--- config.mk ---
export PLATFORM = sky130hd
export DESIGN_NAME = bram_stack_loader
export DESIGN_NICKNAME = d
export VERILOG_FILES = /design/src/rtl/bram_stack_loader.sv
export SDC_FILE = /design/constraint.sdc
export NUM_CORES = 1
export LEC_CHECK = 0
export ABC_AREA = 1
export CORE_MARGIN = 2
export CORE_UTILIZATION = 40
export CTS_CLUSTER_DIAMETER = 200
export DETAILED_ROUTE_END_ITERATION = 8
export PLACE_DENSITY = 0.81
export SETUP_SLACK_MARGIN = 0.02
export SLEW_MARGIN = 20
export SYNTH_ARGS = -nofsm -noshare
export SYNTH_HDL_FRONTEND = slang
export SYNTH_SLANG_ARGS = --single-unit
--- constraint.sdc ---
create_clock -name i_clk -period 3.5 [get_ports i_clk]
set_input_delay 0.35 -clock i_clk [delete_from_list [all_inputs] [get_ports i_clk]]
set_output_delay 0.35 -clock i_clk [all_outputs]
set_load 0.02 [all_outputs]
--- src/rtl/bram_stack_loader.sv ---
// bram_stack_loader
// Write sequencer for a cascaded BRAM stack. It takes a ready/valid stream of
// W-bit words and writes them BRAM-major, meaning every address of block 0 is
// written, then every address of block 1, up to block M-1.
// The write port outputs (data, native address, block address, enable) are
// registered. After the last beat there is a one-cycle FLUSH, then a one-cycle
// DONE pulse, and after that o_loaded is high.
// Optional feature: define BRAM_STACK_LOADER_CHECKSUM_EN to build a running
// XOR checksum of the loaded words on o_checksum. Without it, o_checksum is 0.
module bram_stack_loader #(
    parameter int M              = 6,
    parameter int W              = 64,
    parameter int A              = 10,
    parameter int Ablk           = 7,
    parameter int WORDS_PER_BRAM = 1024
) (
    input  logic            i_clk,
    input  logic            i_reset,
    input  logic            i_start,
    input  logic [W-1:0]    i_data,
    input  logic            i_data_valid,
    output logic            o_data_ready,
    output logic [W-1:0]    o_wrdata,
    output logic [A-1:0]    o_wraddr,
    output logic [Ablk-1:0] o_wrblk_addr,
    output logic            o_wren,
    output logic            o_busy,
    output logic            o_done,
    output logic            o_loaded,
    output logic [W-1:0]    o_checksum
);

    typedef enum logic [1:0] {
        IDLE  = 2'd0,
        LOAD  = 2'd1,
        FLUSH = 2'd2,
        DONE  = 2'd3
    } state_t;

    localparam logic [A-1:0]    LAST_WORD = A'(WORDS_PER_BRAM - 1);
    localparam logic [Ablk-1:0] LAST_BLK  = Ablk'(M - 1);
    localparam logic [A-1:0]    WORD_STEP = A'(1);
    localparam logic [Ablk-1:0] BLK_STEP  = Ablk'(1);

    state_t          state_reg;
    state_t          state_next;
    logic [A-1:0]    word_reg;
    logic [Ablk-1:0] blk_reg;
    logic [W-1:0]    wrdata_reg;
    logic [A-1:0]    wraddr_reg;
    logic [Ablk-1:0] wrblk_reg;
    logic            wren_reg;
    logic            loaded_reg;
    logic            ready;
    logic            accept;
    logic            last_beat;
    logic            start_load;

    // A start pulse only counts in IDLE. It is ignored in LOAD, FLUSH and DONE.
    assign start_load = (state_reg == IDLE) && i_start;
    assign accept     = ready && i_data_valid;
    // The block counter is the full Ablk width, so no zero-extension is
    // needed on the block address path.
    assign last_beat  = accept && (word_reg == LAST_WORD) && (blk_reg == LAST_BLK);

    // State register
    always_ff @(posedge i_clk or posedge i_reset) begin
        if (i_reset) begin
            state_reg <= IDLE;
        end else begin
            state_reg <= state_next;
        end
    end

    // Next-state logic: LOAD until the final beat, then FLUSH, DONE, and back to IDLE
    always_comb begin
        state_next = state_reg;
        case (state_reg)
            IDLE:    if (start_load) state_next = LOAD;
            LOAD:    if (last_beat)  state_next = FLUSH;
            FLUSH:   state_next = DONE;
            DONE:    state_next = IDLE;
            default: state_next = IDLE;
        endcase
    end

    // Status outputs decoded from the current state
    always_comb begin
        ready  = 1'b0;
        o_busy = 1'b0;
        o_done = 1'b0;
        case (state_reg)
            LOAD: begin
                ready  = 1'b1;
                o_busy = 1'b1;
            end
            FLUSH: begin
                o_busy = 1'b1;
            end
            DONE: begin
                o_busy = 1'b1;
                o_done = 1'b1;
            end
            default: begin
                ready  = 1'b0;
            end
        endcase
    end

    // Word and block counters: the word counter wraps at the end of a BRAM and advances the block
    always_ff @(posedge i_clk or posedge i_reset) begin
        if (i_reset) begin
            word_reg <= '0;
            blk_reg  <= '0;
        end else if (start_load) begin
            word_reg <= '0;
            blk_reg  <= '0;
        end else if (accept) begin
            if (word_reg == LAST_WORD) begin
                word_reg <= '0;
                blk_reg  <= blk_reg + BLK_STEP;
            end else begin
                word_reg <= word_reg + WORD_STEP;
            end
        end
    end

    // Registered write port: enable follows each accept; data and addresses hold while idle
    always_ff @(posedge i_clk or posedge i_reset) begin
        if (i_reset) begin
            wren_reg   <= 1'b0;
            wrdata_reg <= '0;
            wraddr_reg <= '0;
            wrblk_reg  <= '0;
        end else begin
            wren_reg <= accept;
            if (accept) begin
                wrdata_reg <= i_data;
                wraddr_reg <= word_reg;
                wrblk_reg  <= blk_reg;
            end
        end
    end

    // Loaded flag: cleared when a load starts, set as the FSM enters DONE
    always_ff @(posedge i_clk or posedge i_reset) begin
        if (i_reset) begin
            loaded_reg <= 1'b0;
        end else if (start_load) begin
            loaded_reg <= 1'b0;
        end else if (state_reg == FLUSH) begin
            loaded_reg <= 1'b1;
        end
    end

    assign o_data_ready = ready;
    assign o_wren       = wren_reg;
    assign o_wrdata     = wrdata_reg;
    assign o_wraddr     = wraddr_reg;
    assign o_wrblk_addr = wrblk_reg;
    assign o_loaded     = loaded_reg;

`ifdef BRAM_STACK_LOADER_CHECKSUM_EN
    logic [W-1:0] checksum_reg;

    // Running XOR of accepted beats. It only changes in LOAD, so it holds from DONE until the next start.
    always_ff @(posedge i_clk or posedge i_reset) begin
        if (i_reset) begin
            checksum_reg <= '0;
        end else if (start_load) begin
            checksum_reg <= '0;
        end else if (accept) begin
            checksum_reg <= checksum_reg ^ i_data;
        end
    end

    assign o_checksum = checksum_reg;
`else
    assign o_checksum = '0;
`endif

endmodule

==> run metrics <==
largest net degree at the start of global routing 70; post-synth cell types 28; die area 12620 µm²; share of the synthesized area in the top cell type 54.34%; switching share of power 38.48%; Total GRT Usage 16.29%; die width 112.4 µm; count of final max-slew check failures 0; commonest non-fill, non-tap cells in the layout nand2_1 (236), clkdlybuf4s50_1 (153), dfrtp_1 (102); clk buf depth 2; final setup fails 0; Worst setup SP type register; total congestion overflow 0; drt total wl 10310 µm; Max Cap Viol 0; CTS tree built; YS warnings 0; Slew HR 54.88%; ANT cells 0; core area 11420 µm²; Cell Area, Synth 4697 µm²; final hold vios 0; post-route cell area 6414 µm²; Area Growth Syn to Fin 36.55%; Post-Place Cell Area 6125 µm²; post-synth top area cell dfrtp_1; P_int 3.208 mW; PostCTS Resize Cnt 0; crit path capture type output port; Yosys reg bits 102; Crit path required time 3150 ps; dpl ws 1368 ps; crit share post-route 60.39%; max FFs per register 64; Period minus WS final 2114 ps; Routed Antenna Nets 0; Comb pwr share 45.9%; nets@finish 769; ratio of total power to cell area 812.9 nW/µm²; sw power 2.006 mW; number of global-route vias before repair 3621; DR WL/cell 12.26 µm; # fillers 1025; CTS buffer count 9; setup TNS 0 ps; post-synthesis cell count 544; Core Rows 39; Pwr Total 5.214 mW; Worst EP arrival 1760 ps; Clk Latency, worst-skew pair 330 ps; largest cells by area after synthesis dfrtp_1 (54%), nand2_1 (19%), buf_4 (10%); DRC 0; layout cells sized above 1 5.158%; Max Fclk 473.1 MHz; Vias 3739; postcts setup bufs 0; Die Y 112.4 µm; vias per cell 4.446; clock network fraction of total power 18.2%; Sink Count 102; CTS root buf clkbuf_16; Starting Density 41.14%; global-route wire length before repair 16990 µm; status finished, final reports clean; Port Buffers 153; RSZ-0062 raised after global routing no; # hold bufs at CTS 0; CP max FO 4; DPL Wire Length 7569 µm; Ports 218; Worst-path clk slew 60 ps; P_leak 3.147 nW; Mean Syn Cell Area 8.634 µm²; Seq/Total Area, Yosys 54.34%; clock skew 9.249 ps; Worst VDD drop 0.0005108 V; DR pass1 iterations 4; DR iter-0 viols 209; critical path type register to output port; Seq pwr share 35.9%; Final WS setup 1386 ps; Worst Hold Margin 476.2 ps; commonest non-fill, non-tap cell in the layout nand2_1; antenna violations before repair 0; gpl congestion 0.8142; Worst Max-Slew Pin Slew 676.8 ps; HP Class register to register; H-tree levels 3
[area by class of cell]
cell class                 count  area, µm²  area share (%)
sequential                   102       2552           39.80
clock inverter                 2      15.01          0.2341
timing repair buffer         157       1562           24.35
multi-input combinational    399       1739           27.12
inverter                      24      92.59           1.444
tap                          143      178.9           2.790
clock buffer                  14      274.0           4.272
[worst paths after layout]
kind / from / to / slack, ps / depth (start not counted)
setup / recovery: state_reg[1]$_DFFE_PP0P_ / o_data_ready / 1390 / 3
hold / removal: o_wrdata[18]$_DFFE_PP0P_ / o_wrdata[18]$_DFFE_PP0P_ / 480 / 2
setup reg to reg: state_reg[1]$_DFFE_PP0P_ / o_wrdata[18]$_DFFE_PP0P_ / 1490 / 7
hold reg to reg: o_wrdata[18]$_DFFE_PP0P_ / o_wrdata[18]$_DFFE_PP0P_ / 480 / 2
max in group asynchronous: i_reset / o_wrdata[17]$_DFFE_PP0P_ / 2210 / 3
min in group asynchronous: i_reset / o_wrdata[25]$_DFFE_PP0P_ / 490 / 2
[synthesized netlist by cell type, drive strengths merged]
library cell	count
nor2	24
nand3	16
dfrtp	102
o21ai	26
clkbuf	6
xor2	1
nor3b	1
nand4	3
buf	76
clkinv	1
nand2	241
a31oi	1
inv	23
or2	3
nor3	3
a21oi	8
ha	8
conb	1
[cell families (layout without fill, tap and decap cells)]
kind of cell | after synthesis | count (layout) | synth area share [%]
buffers and inverters | 106 | 197 | 13.83
AOI/OAI and AO/OA | 35 | 35 | 4.156
and+or+nand+nor | 291 | 291 | 25.28
xor gates and xnor gates | 1 | 1 | 0.1865
other | 1 | 64 | 0.07984
adders and majority gates | 8 | 8 | 2.131
DFF | 102 | 102 | 54.34
[metrics by stage]
stage,util (%),std cells
2_1_floorplan,-,607
3_3_place_gp,53.64,825
3_5_place_dp,53.64,825
4_1_cts,56.17,841
5_1_grt,56.17,841
6_report,56.17,841
[metal layers]
| layer | part of all wire (%) | routed length, µm | global-route usage [%] |
|---|---|---|---|
| met5 | 0 | 0 | 0 |
| met4 | 0.96 | 99 | 4.634 |
| met3 | 6.9 | 716 | 4.158 |
| met2 | 49 | 5032 | 27.43 |
| met1 | 43 | 4459 | 20.95 |
[worst max-delay path, stage by stage, from the launching register on]
cell             delay [ps]
dfrtp_1                 410
inv_1                   120
ha_1                    250
clkdlybuf4s50_1         660
[power by group through the flow]
stage	logic (mW)	clock network (mW)	registers, mW
6_report	2.39	0.950	1.87
5_1_grt	2.60	1.03	1.93
4_1_cts	2.43	0.972	1.87
3_5_place_dp	2.42	0	1.88
3_3_place_gp	2.36	0	1.87
2_1_floorplan	0.849	0	2.36
(Power assumes the default switching activity.)
